$ cat src/rtl/tp_col_serializer_if.sv
// Vector-in / element-out bundle between the transpose-memory reader and the scalar datapath.
interface tp_col_serializer_if #(
  parameter int BW    = 12,
  parameter int DEPTH = 8
);
  localparam int AW = $clog2(DEPTH);

  logic [8*BW-1:0] i_data;
  logic            i_en;
  logic [BW-1:0]   o_data;
  logic            o_valid;
  logic            i_ready;
  logic [2:0]      o_idx;
  logic            o_last;
  logic [AW:0]     o_level;
  logic            o_overflow;

  modport master (
    output i_data, i_en, i_ready,
    input  o_data, o_valid, o_idx, o_last, o_level, o_overflow
  );

  modport slave (
    input  i_data, i_en, i_ready,
    output o_data, o_valid, o_idx, o_last, o_level, o_overflow
  );
endinterface

$ cat src/rtl/tp_col_serializer.sv
// Buffers strobed 8-element vectors in a small FIFO and replays them one element per cycle
// on a valid/ready stream, element 0 (the most significant slice) first.
module tp_col_serializer #(
  parameter int BW    = 12,
  parameter int DEPTH = 8
) (
  input  logic               i_clk,
  input  logic               i_Reset,
  tp_col_serializer_if.slave bus
);
  localparam int AW = $clog2(DEPTH);
  localparam logic [AW:0] FULL_LEVEL = (AW+1)'(DEPTH);

  typedef enum logic {EMPTY, STREAM} state_t;

  state_t          state;
  logic [8*BW-1:0] mem [DEPTH];
  logic [AW-1:0]   wr_ptr;
  logic [AW-1:0]   rd_ptr;
  logic [AW:0]     level;
  logic [8*BW-1:0] stage;
  logic [8*BW-1:0] head;
  logic [2:0]      idx;
  logic [BW-1:0]   data_q;
  logic            last_q;
  logic            overflow;
  logic            fifo_empty;
  logic            fifo_full;
  logic            xfer;
  logic            pop;
  logic            push;

  function automatic logic [BW-1:0] elem(input logic [8*BW-1:0] vec, input logic [2:0] i);
    return vec[(7 - int'(i)) * BW +: BW];
  endfunction

  // A pop refills the output stage either from idle or right after its last element leaves,
  // so a full FIFO can still accept a write on that same edge.
  always_comb begin
    fifo_empty = (level == '0);
    fifo_full  = (level == FULL_LEVEL);
    head       = mem[rd_ptr];
    xfer       = (state == STREAM) && bus.i_ready;
    pop        = !fifo_empty && ((state == EMPTY) || (xfer && idx == 3'd7));
    push       = bus.i_en && (!fifo_full || pop);
  end

  always_ff @(posedge i_clk) begin
    if (push) mem[wr_ptr] <= bus.i_data;
  end

  always_ff @(posedge i_clk or negedge i_Reset) begin
    if (!i_Reset) begin
      state    <= EMPTY;
      wr_ptr   <= '0;
      rd_ptr   <= '0;
      level    <= '0;
      stage    <= '0;
      idx      <= '0;
      data_q   <= '0;
      last_q   <= 1'b0;
      overflow <= 1'b0;
    end else begin
      if (push) wr_ptr <= wr_ptr + 1'b1;
      if (pop)  rd_ptr <= rd_ptr + 1'b1;

      if (push && !pop)      level <= level + 1'b1;
      else if (pop && !push) level <= level - 1'b1;

      if (bus.i_en && !push) overflow <= 1'b1;

      case (state)
        EMPTY: begin
          if (pop) begin
            state  <= STREAM;
            stage  <= head;
            idx    <= 3'd0;
            data_q <= elem(head, 3'd0);
            last_q <= 1'b0;
          end
        end
        STREAM: begin
          if (xfer) begin
            if (idx != 3'd7) begin
              idx    <= idx + 3'd1;
              data_q <= elem(stage, idx + 3'd1);
              last_q <= (idx == 3'd6);
            end else if (pop) begin
              stage  <= head;
              idx    <= 3'd0;
              data_q <= elem(head, 3'd0);
              last_q <= 1'b0;
            end else begin
              state  <= EMPTY;
              stage  <= '0;
              idx    <= 3'd0;
              data_q <= '0;
              last_q <= 1'b0;
            end
          end
        end
        default: state <= EMPTY;
      endcase
    end
  end

  assign bus.o_valid    = (state == STREAM);
  assign bus.o_data     = data_q;
  assign bus.o_idx      = idx;
  assign bus.o_last     = last_q;
  assign bus.o_level    = level;
  assign bus.o_overflow = overflow;
endmodule

$ cat src/flat_wrapper.sv
// flat-port wrapper written by rule: the top's interface ports become plain ports
module tp_col_serializer_flat 
#(
  parameter int BW    = 12,
  parameter int DEPTH = 8
)
  (i_clk, i_Reset, bus_i_data, bus_i_en, bus_i_ready, bus_o_data, bus_o_valid, bus_o_idx, bus_o_last, bus_o_level, bus_o_overflow);
  tp_col_serializer_if #(.BW(BW), .DEPTH(DEPTH)) bus_i ();
  input  logic i_clk;
  input  logic i_Reset;
  input wire logic [$bits(bus_i.i_data)-1:0] bus_i_data;
  input wire logic [$bits(bus_i.i_en)-1:0] bus_i_en;
  input wire logic [$bits(bus_i.i_ready)-1:0] bus_i_ready;
  output wire logic [$bits(bus_i.o_data)-1:0] bus_o_data;
  output wire logic [$bits(bus_i.o_valid)-1:0] bus_o_valid;
  output wire logic [$bits(bus_i.o_idx)-1:0] bus_o_idx;
  output wire logic [$bits(bus_i.o_last)-1:0] bus_o_last;
  output wire logic [$bits(bus_i.o_level)-1:0] bus_o_level;
  output wire logic [$bits(bus_i.o_overflow)-1:0] bus_o_overflow;
  assign bus_i.i_data = bus_i_data;
  assign bus_i.i_en = bus_i_en;
  assign bus_i.i_ready = bus_i_ready;
  assign bus_o_data = bus_i.o_data;
  assign bus_o_valid = bus_i.o_valid;
  assign bus_o_idx = bus_i.o_idx;
  assign bus_o_last = bus_i.o_last;
  assign bus_o_level = bus_i.o_level;
  assign bus_o_overflow = bus_i.o_overflow;
  tp_col_serializer #(.BW(BW), .DEPTH(DEPTH)) u_core (.i_clk(i_clk), .i_Reset(i_Reset), .bus(bus_i));
endmodule
$ cat config.mk
export PLATFORM = sky130hd
export DESIGN_NAME = tp_col_serializer_flat
export DESIGN_NICKNAME = d
export VERILOG_FILES = /design/src/rtl/tp_col_serializer_if.sv /design/src/rtl/tp_col_serializer.sv /design/src/flat_wrapper.sv
export SDC_FILE = /design/constraint.sdc
export NUM_CORES = 1
export LEC_CHECK = 0
export CAP_MARGIN = 15
export CORE_MARGIN = 2
export CORE_UTILIZATION = 45
export DETAILED_ROUTE_END_ITERATION = 6
export DONT_BUFFER_PORTS = 1
export GPL_ROUTABILITY_DRIVEN = 0
export PLACE_DENSITY = 0.62
export SETUP_SLACK_MARGIN = 0.5
export SLEW_MARGIN = 10
export SYNTH_ARGS = -nofsm -noshare
export SYNTH_HDL_FRONTEND = slang
export SYNTH_SLANG_ARGS = --single-unit
$ cat constraint.sdc
create_clock -name i_clk -period 9.75 [get_ports i_clk]
set_clock_uncertainty 0.15 [all_clocks]
set_input_delay 1.95 -clock i_clk [delete_from_list [all_inputs] [get_ports i_clk]]
set_output_delay 1.95 -clock i_clk [all_outputs]
set_load 0.005 [all_outputs]
-- Word-level counts from Yosys, hierarchy flattened
Memory sizes are Yosys's and may differ from the RTL's.
Cells that the tools add are included.
- logic and storage cells: 69
- register bits after elaboration: 124
- output and inout port bits: 22
- input bits: 100
- memories kept: 1
- memory bits (writable): 768
- reduce and logical (&&, ||, !) cells: 17
- add/sub/neg operators: 6
- multiply operators: 1
- bitwise logic cells: 1
- shift-type cells: 1
- multiplexer cells: 26
- eq/ne operators: 7
- memories (name ; depth ; width ; rd ports ; clocked after Yosys merged registers in ; write ports ; line ; RTL):
    u_core.mem ; 8 ; 96 ; 1 ; 0 ; 1 ; tp_col_serializer.sv:17 ; logic [8*BW-1:0] mem [DEPTH];
- operator list (cell ; count):
    96-bit 2-to-1 mux ; 4
    96-bit case mux with 2 select lines ; 1
    96-bit by 32-bit indexed part select with 12-bit output ; 1
    12-bit 2-to-1 mux ; 4
    32-bit by 3-bit multiplier with 30-bit output (second input constant) ; 1
    12-bit case mux with 2 select lines ; 1
    3-bit by 1-bit adder with 3-bit output (second input constant) ; 3
    3-bit 2-to-1 mux ; 3
    1-bit 2-to-1 mux ; 8
    4-bit 2-to-1 mux ; 2
    1-bit logical AND ; 7
    3-bit equality test (second input constant) ; 2
    3-bit case mux with 2 select lines ; 1
    4-bit by 1-bit adder with 4-bit output (second input constant) ; 1
    4-bit equality test (second input constant) ; 1
    1-bit logical NOT ; 4
    4-bit logical NOT ; 1
    2-bit != test (second input constant) ; 2
    1-bit case mux with 2 select lines ; 2
    3-bit by 3-bit subtractor with 4-bit output (first input constant) ; 1
    4-bit by 1-bit subtractor with 4-bit output (second input constant) ; 1
    3-bit != test (second input constant) ; 1
    3-bit AND reduction ; 1
    1-bit logical OR ; 2
    other kinds (4) ; 4

-- Logic depth before layout (Yosys ltp)
Gate-level depths: netlist of the first run.
- depth in word-level cells: 10
- gate-level depth with buffers: 17

-- Worst setup path after synthesis of the first run
Ideal clock, no wire load.
- path kind: input-to-reg
- from: input bus_i_ready
- to: memory u_core.mem[0][0] (netlist name) (enable)
- setup slack: -0.164 ns
- stages: 6
- buffers on the path: 1
- arrival: 9.096 ns
- library setup time: 0.668 ns
- cells stage by stage: nand2_1 -> nand4_1 -> and2_1 -> clkbuf_1 -> nand2b_1 -> nor3_1
- word-level cells in the longest chain between the ends: 8
- ends and longest elaborated chain (element ; line ; RTL):
    start: declaration ; flat_wrapper.sv:13 ; input wire logic [$bits(bus_i.i_ready)-1:0] bus_i_ready;
    1-bit logical AND ; tp_col_serializer.sv:43 ; xfer = (state == STREAM) && bus.i_ready;
    1-bit logical AND ; tp_col_serializer.sv:44 ; pop = !fifo_empty && ((state == EMPTY) || (xfer && idx == 3'd7));
    1-bit logical OR ; tp_col_serializer.sv:44 ;
    1-bit logical AND ; tp_col_serializer.sv:44 ;
    1-bit logical OR ; tp_col_serializer.sv:45 ; push = bus.i_en && (!fifo_full || pop);
    1-bit logical AND ; tp_col_serializer.sv:45 ;
    via u_core.push ; tp_col_serializer.sv:31 ; logic push;
    1-bit 2-to-1 mux ; tp_col_serializer.sv:49 ; if (push) mem[wr_ptr] <= bus.i_data;
    1-bit 2-to-1 mux (not written as such) ; tp_col_serializer.sv:49 ;
    end: declaration ; tp_col_serializer.sv:17 ;
The timed path passes the listed nets, and every way through them passes these cells.

-- Worst setup path in the final report of the first run
- from: register u_core.idx[0], in the netlist u_core.bus.o_idx[0]
- to: register u_core.data_q[0], in the netlist u_core.bus.o_data[0]
- word-level cells in the longest chain between the ends: 8
- elaborated cells on any way between the ends: 15
- those cells by class: add/sub (2); mul (1); eq/ne (3); shift (1); mux (4); reduce/logical (4)
- ends and longest elaborated chain (element ; line ; RTL):
    start: declaration ; tp_col_serializer.sv:23 ; logic [2:0] idx;
    start signal: assignment ; tp_col_serializer.sv:85 ; idx <= idx + 3'd1;
    branches (longest 8 deep; another with 32-bit by 3-bit multiplier with 30-bit output) ; n/a ;
    end signal: assignment ; tp_col_serializer.sv:78 ; data_q <= elem(head, 3'd0);
    end signal: assignment ; tp_col_serializer.sv:86 ; data_q <= elem(stage, idx + 3'd1);
    end signal: assignment ; tp_col_serializer.sv:91 ; data_q <= elem(head, 3'd0);
    end: declaration ; tp_col_serializer.sv:24 ; logic [BW-1:0] data_q;
Parallel ways; which one is timed is not known. The select of a mux whose other input is x is not followed.
A chain may end at the register's enable or synchronous reset.

==> impl_results.md, run 1 <==
* Die area at between 80000 and 90000 µm²
* Total CTS buffers at slightly above 90
* GRT Resource Usage Total at 0.196
* Sw Share at 0.321
* Place WS at between 4 and 5 ns
* Mean Syn Cell Area at ~20 µm²
* Initial drt markers at 1576
* Yosys top cell by area: edfxtp_1
* Terminus of the critical flop-to-flop path: u_core.bus.o_data[0]$_DFFE_PN0P_
* Via count of the first global-routing pass at between 15000 and 20000
* Headroom to the max-slew limit at 0.293
* CTS Sinks at 892
* Synth Instances at around 1800
* Top-count cell post-synth: edfxtp_1
* Setup tns final at 0 ns
* Post-DP Area at roughly 37000 µm²
* Top cells by area, synth: edfxtp_1 64%, mux4_2 15%, dfrtp_1 8.7%
* Max incr delay on CP at between 0.7 and 0.8 ns
* Post-route minimum period at approximately 5 ns
* Status: completed
* Via-to-Cell Ratio at between 5 and 6
* Critical Path RT at between 10 and 15 ns
* Hold Fails Final Rpt at 0
* Setup slack, reg-to-reg at about 4.6 ns
* Prevailing post-synth register cell: edfxtp_1
* Syn. warnings at 0
* Final setup fails at 0
* Slowest-stage cell, CP: dfrtp_4
* DR WL/cell at 26.9 µm
* Hold EP: u_core.stage[0]$_DFFE_PN0P_
* Final worst-path cycle share at 0.524
* I/O pin cnt at around 120
* Sequential share of the synthesized area at 0.731
* Final instance area at ~40000 µm²
* Combinational power share at 0.308
* Worst min-delay path class: register to register
* FF-to-FF Start: u_core.bus.o_idx[0]$_DFFE_PN0P_
* DR pass1 iterations at 5
* Startpoint Class: register
* Antenna violations before repair at 2
* Switching power at approximately 4.2 mW
* Power per cell area at around 330 nW/µm²
* Die W at between 200 and 300 µm
* Pint at roughly 9 mW
* Hold depth at 2
* Max H-tree Level at 3
* Final worst setup slack at approximately 4.6 ns
* Diodes inserted at 0
* Clock share of power at 0.274
* Vias at about 17000
* Count of hold-fix buffers inserted at cts at 0
* Area grow syn2layout at 11.8%
* Area of the mapped netlist at approximately 36000 µm²
* Clock latency on the worst-skew pair at around 0.66 ns
* Syn Nets at approximately 1900
* FF+latch count, synth at a little under 900
* Fmax at 196 MHz
* # Max-Cap Violations at 0
* Die Height at approximately 290 µm
* Root Driver: clkbuf_16
* CP max FO at 39
* EDFF count, synth at 768
* Synth top cells by count: 768 x edfxtp_1, 243 x mux4_2, 124 x dfrtp_1, 120 x nand2_1, 119 x mux2i_1
* Total gr overflow at 0
* Synth cell types at 63
* Max clock buf depth at 3
* Peak supply drop at between 0.15 and 0.2 mV
* Flop pwr share at 0.417
* Asr flop ratio synth at 0.139
* Pleak at 13.6 nW
* Area share of the largest cell type after synthesis at 0.644
* Crit. End Element: register
* Floorplan row count at about 100
* Slew @ Worst Pin at between 1 and 1.5 ns
* Core box area at around 79000 µm²
* DRC viols at 0
* Largest net degree at the start of global routing at 125
* Setup bufs post-CTS at 0
* Layout cells sized above 1 at 0.234
* Final WL at ~79000 µm
* Detailed Place HPWL at approximately 47000 µm
* Final net count at 1920
* Critical-path cell list: clkinv_1 > ha_4 > inv_1 > ha_1 > inv_1 > ha_1 > buf_4 > clkinv_1 > nor3_1 > a22o_1 > a31oi_1 > a31oi_1
* Critical path class: register to register
* Final ANT Viol Nets at 0
* Arr. time, crit path at around 5.5 ns
* Worst Reg-to-Reg Cells at 12
* Worst-path clk slew at 0.07 ns
* Post_cts resized at 0
* Initial Util at 0.454
* Port buffer count at 0
* Max-slew violation count at 0
* First-pass GRT wire length at about 120000 µm
* Unrepaired setup endpoints after global routing: false
* Min-delay src: u_core.stage[0]$_DFFE_PN0P_
* CTS tree: built
[power groups by stage]
stage	registers (mW)	logic (mW)	clock network (mW)
after floorplan	5.28	3.21	0
after global placement	5.52	4.06	0
after detailed placement	5.56	4.09	0
after CTS	5.49	4.11	3.67
after global routing	5.56	4.38	3.82
final	5.48	4.05	3.60
[placed cells by master (no fill, tap or decap), types with 15 or more instances in the layout]
| cell | count |
|---|---|
| clkbuf_16 | 94 |
| mux4_2 | 243 |
| edfxtp_1 | 768 |
| nand3_1 | 15 |
| mux2i_1 | 119 |
| buf_4 | 27 |
| clkinv_2 | 18 |
| nand2_1 | 120 |
| clkbuf_1 | 27 |
| dfrtp_1 | 121 |
| nor2_1 | 29 |
| o21ai_0 | 94 |
[state kept, by name (all words and copies together), names as in the netlist]
register / count
u_core.mem: 768
u_core.stage: 96
u_core.bus.o_data: 12
u_core.bus.o_level: 4
u_core.bus.o_idx: 3
u_core.rd_ptr: 3
u_core.wr_ptr: 3
u_core.bus.o_last: 1
u_core.bus.o_overflow: 1
u_core.bus.o_valid: 1
[metrics by stage]
step                 util  hold WS [ns]  std cells  power, mW
floorplan               -         0.295       1790       8.49
global placement    0.468         0.331       2763       9.58
detailed placement  0.468         0.341       2763       9.65
CTS                 0.507         0.358       2934       13.3
global route        0.507         0.397       2934       13.8
finish              0.507         0.352       2934       13.1
[cell families (layout without fill, tap and decap cells)]
group / count (synthesis) / count (layout) / share of synthesized area
multiplexers: 369 / 369 / 0.189
flip-flops: 892 / 892 / 0.731
AND/OR/NAND/NOR: 210 / 210 / 0.0253
AO/OA/AOI/OAI: 183 / 183 / 0.0317
buffers and inverters: 114 / 208 / 0.0168
adder cells (fa/ha/maj): 14 / 14 / 0.00510
XOR/XNOR: 8 / 8 / 0.00196
[cell type report]
cell class | count | area, µm²
Clock buffer | 129 | 2560
Clock inverter | 42 | 581
Fill cell | 6302 | 38800
Inverter | 9 | 37.5
Multi-Input combinational cell | 784 | 9130
Sequential cell | 892 | 26200
Tap cell | 1050 | 1310
Timing Repair Buffer | 28 | 223
[critical path, delay by kind of cell, from the launching register on]
kind	cells	cell delay, ns
flip-flops	1	0.73
AND/OR/NAND/NOR	1	0.53
buffers and inverters	5	1.54
AO/OA/AOI/OAI	3	0.52
adder cells (fa/ha/maj)	3	1.50
[worst max-delay path by stage]
stage                               startpoint  slack (ns)                          endpoint  cells past startpoint
2_1_floorplan                      bus_i_ready        2.41        u_core.mem[4][0]$_DFFE_PP_                      6
3_5_place_dp                       bus_i_ready        4.40       u_core.mem[5][74]$_DFFE_PP_                      7
4_1_cts        u_core.bus.o_idx[0]$_DFFE_PN0P_        4.69  u_core.bus.o_data[0]$_DFFE_PN0P_                     12
6_report       u_core.bus.o_idx[0]$_DFFE_PN0P_        4.64  u_core.bus.o_data[0]$_DFFE_PN0P_                     12
3_3_place_gp                       bus_i_ready        4.49       u_core.mem[5][53]$_DFFE_PP_                      7
5_1_grt        u_core.bus.o_idx[0]$_DFFE_PN0P_        4.26  u_core.bus.o_data[0]$_DFFE_PN0P_                     12
[routing by layer]
| metal | part of all wire | track usage | vias up |
|---|---|---|---|
| met5 | 0 | 0 | - |
| met4 | 0.018 | 0.0500 | 0 |
| met3 | 0.068 | 0.0505 | 111 |
| met2 | 0.49 | 0.318 | 462 |
| met1 | 0.42 | 0.268 | 9249 |
| li1 | - | - | 7373 |
Note: power is estimated with default switching activity, not from simulation.
==> inputs of run 2 (changes only) <==
Clock period 9.75 ns to 4.75 ns, I/O delays scaled along.
==> impl_results.md, run 2 (synthesized netlist as in run 1, its figures left out) <==
* Startpoint Class: register
* Critical Path RT at 5.13 ns (-5.05 ns)
* Die Height at 286 µm (unchanged)
* Antenna violations before repair at 0 (-2)
* CTS Sinks at 892 (unchanged)
* Setup slack, reg-to-reg at 0.75 ns (-3.90 ns)
* Worst Reg-to-Reg Cells at 12 (unchanged)
* Final ANT Viol Nets at 0 (unchanged)
* Initial drt markers at 1526 (-3.2%)
* Slew @ Worst Pin at 1.01 ns (-0.0544 ns)
* GRT Resource Usage Total at 0.195 (-0.00191)
* Diodes inserted at 0 (unchanged)
* Grt met3 use at 0.0569 (+0.00644)
* FF-to-FF Start: u_core.bus.o_idx[0]$_DFFE_PN0P_
* Pleak at 13.6 nW (about the same)
* Worst-path clk slew at 0.07 ns (about the same)
* Combinational power share at 0.316 (+0.008)
* Final instance area at 40100 µm² (+0.14%)
* Max-slew violation count at 0 (unchanged)
* DR pass1 iterations at 6 (+1)
* Max H-tree Level at 3 (unchanged)
* Die area at 81900 µm² (unchanged)
* Via-to-Cell Ratio at 5.85 (-0.13%)
* CP max FO at 38 (-2.6%)
* Post-DP Area at 37100 µm² (+0.66%)
* Crit. End Element: register
* Root Driver: clkbuf_16
* Arr. time, crit path at 4.38 ns (-1.16 ns)
* Total CTS buffers at 91 (unchanged)
* Setup bufs post-CTS at 0 (unchanged)
* Core box area at 78900 µm² (unchanged)
* Critical path buffers and inverters at 4 (-1)
* Max FFs per register at 768 (unchanged)
* Setup tns final at 0 ns (unchanged)
* Switching power at 8.59 mW (+100%)
* Clock share of power at 0.261 (-0.013)
* Final worst-path cycle share at 0.843 (+0.319)
* Port buffer count at 0 (unchanged)
* Terminus of the critical flop-to-flop path: u_core.bus.o_data[7]$_DFFE_PN0P_
* Register with the most flip-flops: u_core.mem
* Unrepaired setup endpoints after global routing: true
* Final net count at 1929 (+0.47%)
* Hold Fails Final Rpt at 0 (unchanged)
* Flop pwr share at 0.423 (+0.006)
* Critical-path cell list: clkinvlp_4 > ha_4 > inv_1 > ha_1 > inv_1 > ha_1 > buf_4 > or3b_2 > o21bai_1 > o41a_1 > a211oi_1 > o22a_1
* CTS tree: built
* Pint at 18.1 mW (+100%)
* Slowest-stage cell, CP: dfrtp_4
* Top delay family on crit path: adder cells
* Met2 GRT Util at 0.318 (about the same)
* Total gr overflow at 0 (unchanged)
* Worst min-delay path class: input pin to asynchronous set/reset pin
* Max incr delay on CP at 0.60 ns (-0.13 ns)
* Detailed Place HPWL at 46600 µm (-1.1%)
* Met1 Track Usage GR at 0.262 (-0.00572)
* Via count of the first global-routing pass at 17700 (-1.6%)
* DRC viols at 0 (unchanged)
* Area grow syn2layout at 11.9%
* Headroom to the max-slew limit at 0.329 (+0.0363)
* I/O pin cnt at 122 (unchanged)
* Busiest grt layer: met2
* Critical path class: register to register
* First-pass GRT wire length at 118000 µm (-0.99%)
* Worst Setup SP: u_core.bus.o_idx[0]$_DFFE_PN0P_
* Layout cells sized above 1 at 0.235 (+0.00187)
* Commonest non-fill, non-tap cell in the layout: edfxtp_1
* DR WL/cell at 26.7 µm (-0.75%)
* Status: completed
* Initial Util at 0.454 (unchanged)
* Final setup fails at 0 (unchanged)
* Vias at 17200 (-0.058%)
* Post-route minimum period at 4.00 ns (-1.10 ns)
* Sw Share at 0.322 (+0.000940)
* Peak supply drop at 0.468 mV (+140%)
* # Max-Cap Violations at 0 (unchanged)
* Max clock buf depth at 3 (unchanged)
* Final WL at 78400 µm (-0.68%)
* Clock latency on the worst-skew pair at 0.64 ns (-0.02 ns)
* Die W at 286 µm (unchanged)
* Power per cell area at 666 nW/µm² (+100%)
* Fmax at 250 MHz (+28%)
* Largest net degree at the start of global routing at 125 (unchanged)
* Floorplan row count at 103 (unchanged)
* Most frequent cells in the layout: 768 x edfxtp_1, 243 x mux4_2, 121 x dfrtp_1
[run 2: metrics by stage]
step / worst slack [ns] / power [mW] / instances / util / hold slack, ns
5_1_grt: 0.477 / 28.0 / 2936 / 0.508 / 0.182
6_report: 0.746 / 26.7 / 2936 / 0.508 / 0.145
3_5_place_dp: 0.540 / 19.9 / 2771 / 0.471 / 0.335
2_1_floorplan: 0.195 / 17.4 / 1790 / - / 0.295
4_1_cts: 0.525 / 26.9 / 2936 / 0.508 / 0.144
3_3_place_gp: 0.566 / 19.8 / 2771 / 0.471 / 0.334
[run 2: worst max path at each step]
stage	end	slack (ns)	depth (start not counted)
floorplan	u_core.mem[3][0]$_DFFE_PP_	0.19	6
global placement	u_core.bus.o_data[0]$_DFFE_PN0P_	0.57	12
detailed placement	u_core.bus.o_data[1]$_DFFE_PN0P_	0.54	12
CTS	u_core.bus.o_data[1]$_DFFE_PN0P_	0.52	12
global route	u_core.bus.o_data[7]$_DFFE_PN0P_	0.48	12
finish	u_core.bus.o_data[7]$_DFFE_PN0P_	0.75	12
[run 2: metal layers]
layer,up-vias,part of all wire
li1,7396,-
met1,9168,0.41
met2,532,0.49
met3,89,0.084
met4,0,0.014
met5,-,0
[run 2: cell type report]
cell class / instances / area [µm²]
Timing Repair Buffer: 37 / 473
Clock inverter: 49 / 452
Multi-Input combinational cell: 784 / 9160
Clock buffer: 115 / 2460
Sequential cell: 892 / 26200
Tap cell: 1050 / 1310
Fill cell: 6266 / 38800
Inverter: 9 / 42.5
[run 2: timing repair]
action / 4_1_cts / 5_1_grt
resized for setup: 0 / 4
endpoints found under the hold margin: 124 / 0
setup endpoints to repair: 0 / 12
hold buffers: 1 / 0
[run 2: worst register-to-register path, delay by kind of cell (launching register included)]
kind	cells	cell delay [ns]
adder cells (fa/ha/maj)	3	1.11
buffers and inverters	4	0.91
AO/OA/AOI/OAI	4	0.61
flip-flops	1	0.60
AND/OR/NAND/NOR	1	0.53
[run 2: power groups by stage]
stage	Combinational [mW]	Clock (mW)	Sequential [mW]
final	8.43	6.97	11.3
after global routing	9.10	7.43	11.5
after CTS	8.51	7.11	11.3
after detailed placement	8.46	0	11.5
after global placement	8.41	0	11.4
after floorplan	6.63	0	10.8
